--- config.mk ---
export PLATFORM = sky130hd
export DESIGN_NAME = instr_fetch_unit
export DESIGN_NICKNAME = d
export VERILOG_FILES = /design/src/rtl/instr_fetch_unit.sv
export SDC_FILE = /design/constraint.sdc
export NUM_CORES = 1
export LEC_CHECK = 0
export BUFFER_PORTS_ARGS = -buffer_cell sky130_fd_sc_hd__buf_4
export CORE_ASPECT_RATIO = 1.4
export CORE_MARGIN = 2
export CORE_UTILIZATION = 60
export CTS_BUF_LIST = sky130_fd_sc_hd__clkbuf_4 sky130_fd_sc_hd__clkbuf_8 sky130_fd_sc_hd__clkbuf_16
export CTS_CLUSTER_SIZE = 40
export DETAILED_ROUTE_END_ITERATION = 10
export PLACE_DENSITY_LB_ADDON = 0.1
export REMOVE_ABC_BUFFERS = 1
export SLEW_MARGIN = 25
export SYNTH_ARGS = -nofsm -noshare
export SYNTH_HDL_FRONTEND = slang
export SYNTH_SLANG_ARGS = --single-unit
--- constraint.sdc ---
create_clock -name clk -period 6.1 [get_ports clk]
set_input_delay 1.83 -clock clk [delete_from_list [all_inputs] [get_ports clk]]
set_output_delay 1.83 -clock clk [all_outputs]
set_load 0.01 [all_outputs]
--- src/rtl/instr_fetch_unit.sv ---
// instr_fetch_unit
// Program counter, 8-level circular return stack, one-word prefetch buffer
// and the instruction register for the PIC16F-compatible core.
//
// Ports
//   clk, rst_n        core clock, asynchronous active-low reset
//   instr_rd_en       load instr_current from the prefetch buffer
//   instr_flush       load instr_current with NOP (wins over instr_rd_en)
//   pc_incr_en        PC <= PC + 1 (wraps)
//   pc_j_en           PC <= {pclath[4:3], instr_current[10:0]}
//   stack_push        with pc_j_en: push pre-jump PC (CALL)
//   stack_pop         PC <= top of stack (highest PC-update priority)
//   pclath            PCLATH register contents
//   prog_addr         program memory address (= PC)
//   prog_rd_en        program memory read strobe
//   prog_data         word for the address read on the previous cycle
//   instr_current     instruction being executed
//   pc                program counter (address of the prefetched word)
//   fetch_underrun    sticky: instr_rd_en seen while prefetch invalid
module instr_fetch_unit #(
    parameter int                   PC_WIDTH     = 13,
    parameter int                   STACK_DEPTH  = 8,
    parameter logic [PC_WIDTH-1:0]  RESET_VECTOR = '0
) (
    input  logic                clk,
    input  logic                rst_n,
    input  logic                instr_rd_en,
    input  logic                instr_flush,
    input  logic                pc_incr_en,
    input  logic                pc_j_en,
    input  logic                stack_push,
    input  logic                stack_pop,
    input  logic [4:0]          pclath,
    output logic [PC_WIDTH-1:0] prog_addr,
    output logic                prog_rd_en,
    input  logic [13:0]         prog_data,
    output logic [13:0]         instr_current,
    output logic [PC_WIDTH-1:0] pc,
    output logic                fetch_underrun
);

    localparam int                  SP_W   = $clog2(STACK_DEPTH);
    localparam logic [PC_WIDTH-1:0] PC_ONE = 1;
    localparam logic [SP_W-1:0]     SP_ONE = 1;

    logic [PC_WIDTH-1:0] pc_q, pc_d;
    logic [13:0]         instr_q, instr_d;
    logic [13:0]         pf_word_q, pf_word_d;
    logic                pf_valid_q, pf_valid_d;
    logic                rd_q, rd_d;          // read cycle: address on the bus
    logic                pend_q, pend_d;      // data cycle: word arrives on prog_data
    logic                started_q, started_d;
    logic [SP_W-1:0]     sp_q, sp_d;
    logic [PC_WIDTH-1:0] stack_q [STACK_DEPTH];
    logic [PC_WIDTH-1:0] stack_d [STACK_DEPTH];
    logic                underrun_q, underrun_d;

    logic [PC_WIDTH-1:0] jump_target;
    logic [SP_W-1:0]     sp_dec;
    logic                pc_upd;
    logic                pclath_unused;

    // Only the page-select bits of PCLATH reach the PC on a jump.
    assign pclath_unused = ^pclath[2:0];

    assign jump_target = PC_WIDTH'({pclath[4:3], instr_q[10:0]});
    assign sp_dec      = sp_q - SP_ONE;

    always_comb begin
        pc_d       = pc_q;
        instr_d    = instr_q;
        pf_word_d  = pf_word_q;
        pf_valid_d = pf_valid_q;
        sp_d       = sp_q;
        stack_d    = stack_q;
        underrun_d = underrun_q;
        started_d  = 1'b1;
        pc_upd     = 1'b0;

        if (stack_pop) begin
            // Pop wins over a coincident push; the push is dropped.
            sp_d   = sp_dec;
            pc_d   = stack_q[sp_dec];
            pc_upd = 1'b1;
        end else if (pc_j_en) begin
            if (stack_push) begin
                stack_d[sp_q] = pc_q;
                sp_d          = sp_q + SP_ONE;
            end
            pc_d   = jump_target;
            pc_upd = 1'b1;
        end else if (pc_incr_en) begin
            pc_d   = pc_q + PC_ONE;
            pc_upd = 1'b1;
        end

        // Reads run as a two-cycle pipeline (address, then data). A PC change
        // anywhere in it discards the word and restarts at the new PC.
        rd_d   = pc_upd | ~started_q;
        pend_d = rd_q & ~pc_upd;

        if (pc_upd) begin
            pf_valid_d = 1'b0;
        end else if (pend_q) begin
            pf_valid_d = 1'b1;
            pf_word_d  = prog_data;
        end

        if (instr_flush) begin
            instr_d = 14'h0000;
        end else if (instr_rd_en) begin
            if (pf_valid_q) begin
                instr_d = pf_word_q;
            end else begin
                instr_d    = 14'h0000;
                underrun_d = 1'b1;
            end
        end
    end

    always_ff @(posedge clk or negedge rst_n) begin
        if (!rst_n) begin
            pc_q       <= RESET_VECTOR;
            instr_q    <= 14'h0000;
            pf_word_q  <= 14'h0000;
            pf_valid_q <= 1'b0;
            rd_q       <= 1'b0;
            pend_q     <= 1'b0;
            started_q  <= 1'b0;
            sp_q       <= '0;
            underrun_q <= 1'b0;
            for (int i = 0; i < STACK_DEPTH; i++) begin
                stack_q[i] <= '0;
            end
        end else begin
            pc_q       <= pc_d;
            instr_q    <= instr_d;
            pf_word_q  <= pf_word_d;
            pf_valid_q <= pf_valid_d;
            rd_q       <= rd_d;
            pend_q     <= pend_d;
            started_q  <= started_d;
            sp_q       <= sp_d;
            underrun_q <= underrun_d;
            stack_q    <= stack_d;
        end
    end

    assign prog_addr      = pc_q;
    assign prog_rd_en     = rd_q;
    assign instr_current  = instr_q;
    assign pc             = pc_q;
    assign fetch_underrun = underrun_q;

endmodule
==> impl_metrics.ini <==
[timing]
fmax_mhz = 285
skew_ns = 0.0102
period_share_pct = 57.6
whs_ns = 0.406
setup-violations-final = 0
tightest_slew_ns = 1.10
relSlewSlack_pct = 26.1
rsz0062_at_grt = no
slew_viol_final = 0
timing_hold_violations_final = 0
period_minus_slack_ns = 3.51
fin_tns_setup_ns = 0

[placement]
postPlaceCellArea_um2 = 7680
dp.final_hpwl_um = 9930
gp_congestion = 0.836
numPortBuffers = 65

[worst_setup_path]
r2r_slack_ns = 2.97
crit_fanout = 22
required_ns = 6.39
critical_path_class = in2reg
slowest_stage = nor3_2
worstReg2RegStart = sp_q[0]$_DFFE_PN0P_
cp-end-kind = flop
r2r-end = pc[9]$_DFFE_PN0P_
max_stage_delay_ns = 0.51
rr_worst_depth = 9
worstPathArrival_ns = 3.81
cp_cell_sequence = buf_4 > nand2_1 > nor2_1 > nand2_1 > nor3_2 > buf_4 > mux2_2
startpoint_type = primary input

[synthesis]
yosys_most_used_dff = dfrtp_1
netlist_instances = 553
synth_top_cell_by_area = dfrtp_1
async_flop_share_pct = 100
yosys_warnings = 0
yosysTopAreaCellShare_pct = 52.6
synth.area.top_cells = dfrtp_1 53%, mux2_2 18%, mux4_2 7.4%
ys_ff_latch = 153
synth_edf_count = 0
avgSynthCellArea_um2 = 13.2
synth_area_um2 = 7290
synthDistinctLibCells = 50
yosysSeqAreaShare_pct = 52.6

[clocking]
htree_levels = 4
cts_setup_buffers = 0
clockBufferDepth = 2
cts_buffers = 17
ctsResizeCount = 0
clk_pin_slew_worst_paths_ns = 0.06
insertion_delay_ns = 0.41
hold_buffers = 0
cts_tree = yes
cts_root_buffer = clkbuf_16
cts.sinks = 153

[drt]
first_pass_iters = 5
ant_nets = 0
totalWireLength_um = 15500
vias = 4602
wl_per_cell_um = 20.9
via_per_inst = 6.19
drc_errors = 0
drt_iter0_markers = 493

[final_layout]
finalInstanceArea_um2 = 8280
fillers = 816
nNetsFinal = 613
syn_to_final_growth_pct = 13.6
diodes = 0
drive_gt1_share_pct = 42.1
final_util_pct = 70.0

[pwr]
ir_drop_mv = 0.256
leakage_nw = 3.83
power_density_nw_per_um2 = 469

[grt]
antenna_found_initial = 0
grt_pass1_vias = 4808
grtUsageMet3_pct = 4.74
grt.busiest_layer = met2
use_met2_pct = 42.1
grt_first_pass_wirelength_um = 25300
grt_overflow = 0
grtUsageMet1_pct = 32.9
grt_use_total_pct = 25.1
grt_max_degree = 113

[die]
die_area_um2 = 13100
start_util_pct = 61.6
pin_count = 69
die_x_um = 97.1
die_h_um = 134
core.rowCount = 47
coreArea_um2 = 11800

[hold_path]
min_path_cells = 1
worstHoldStart = started_q$_DFF_PN0_
worstHoldEndpoint = prog_rd_en$_DFF_PN0_
hold_class = reg2reg

[run_status]
status = finished clean

[job]
drv_cap = 0
[worst max path at each step]
| stage | start | endpoint | slack, ns | depth (start not counted) |
|---|---|---|---|---|
| 6_report | pc_j_en | stack_q[61]$_DFFE_PN0P_ | 2.59 | 7 |
| 3_3_place_gp | pc_j_en | stack_q[57]$_DFFE_PN0P_ | 2.19 | 7 |
| 3_5_place_dp | pc_j_en | stack_q[57]$_DFFE_PN0P_ | 2.18 | 7 |
| 2_1_floorplan | sp_q[0]$_DFFE_PN0P_ | pc[5]$_DFFE_PN0P_ | 2.64 | 7 |
| 4_1_cts | pc_j_en | stack_q[61]$_DFFE_PN0P_ | 2.60 | 7 |
| 5_1_grt | pc_j_en | stack_q[58]$_DFFE_PN0P_ | 2.47 | 7 |
[routing by layer]
metal,part of all wire (%),wire length (um)
met1,42,6450
met2,52,8020
met5,0,0
met4,2.1,327
met3,4.7,735
[synthesized netlist by cell type, types with 9 or more instances]
cell type	number
a21oi_1	26
a31oi_1	10
buf_2	16
buf_4	17
clkbuf_1	20
dfrtp_1	153
mux2_2	114
mux2i_1	9
mux4_2	24
nand2_1	24
nand2b_1	18
nand3_1	19
nor2_1	16
[flip-flops by register name, summed over array words and instances (netlist names)]
signal          count
started_q           1
pend_q              1
prog_rd_en          1
pf_word_q          14
stack_q           104
pc                 13
sp_q                3
fetch_underrun      1
pf_valid_q          1
instr_current      14
[cell type report]
cell class | count | area (um2) | area share (%)
Sequential cell | 153 | 3830 | 46.3
Timing Repair Buffer | 71 | 539 | 6.52
Tap cell | 147 | 184 | 2.22
Clock buffer | 19 | 447 | 5.40
Clock inverter | 13 | 143 | 1.72
Multi-Input combinational cell | 336 | 3120 | 37.7
Inverter | 4 | 15.0 | 0.181
[cell families after synthesis]
family	after synthesis	share of synthesized area, %
muxes	153	27.2
DFF	153	52.6
and+or+nand+nor	101	7.40
AOI/OAI and AO/OA	71	6.47
buffers and inverters	64	4.86
xor gates and xnor gates	7	0.945
adders and majority gates	3	0.515
other	1	0.0515
[power breakdown]
| group | internal, mW | switching [mW] | leakage, nW | total, mW |
|---|---|---|---|---|
| Clock | 0.621 | 0.417 | 0.288 | 1.04 |
| Combinational | 0.669 | 0.576 | 1.52 | 1.25 |
| Sequential | 1.32 | 0.282 | 2.03 | 1.60 |
| Total | 2.61 | 1.27 | 3.83 | 3.89 |
[metrics by stage]
step                worst slack (ns)  cells  total power, mW
floorplan                       2.64    493             2.41
global placement                2.19    711             2.80
detailed placement              2.18    711             2.86
CTS                             2.60    743             3.91
global route                    2.47    743             4.08
finish                          2.59    743             3.89
[cell usage in the layout, fill, tap and decap left out, types with 5 or more instances in the layout]
master / count
a211oi_1: 7
a21oi_1: 26
a31oi_1: 10
buf_4: 70
clkbuf_16: 17
dfrtp_1: 152
mux2_1: 6
mux2_2: 114
mux2i_1: 9
mux4_2: 24
nand2_1: 24
nand2b_1: 18
nand3_1: 19
nor2_1: 16
o21a_1: 5
o21ai_0: 7
[worst max-delay path, delay by kind of cell]
family / cells / cell delay, ns
buffers and inverters: 2 / 0.57
muxes: 1 / 0.35
and+or+nand+nor: 4 / 1.03
Power figures use the tool's default switching activity.
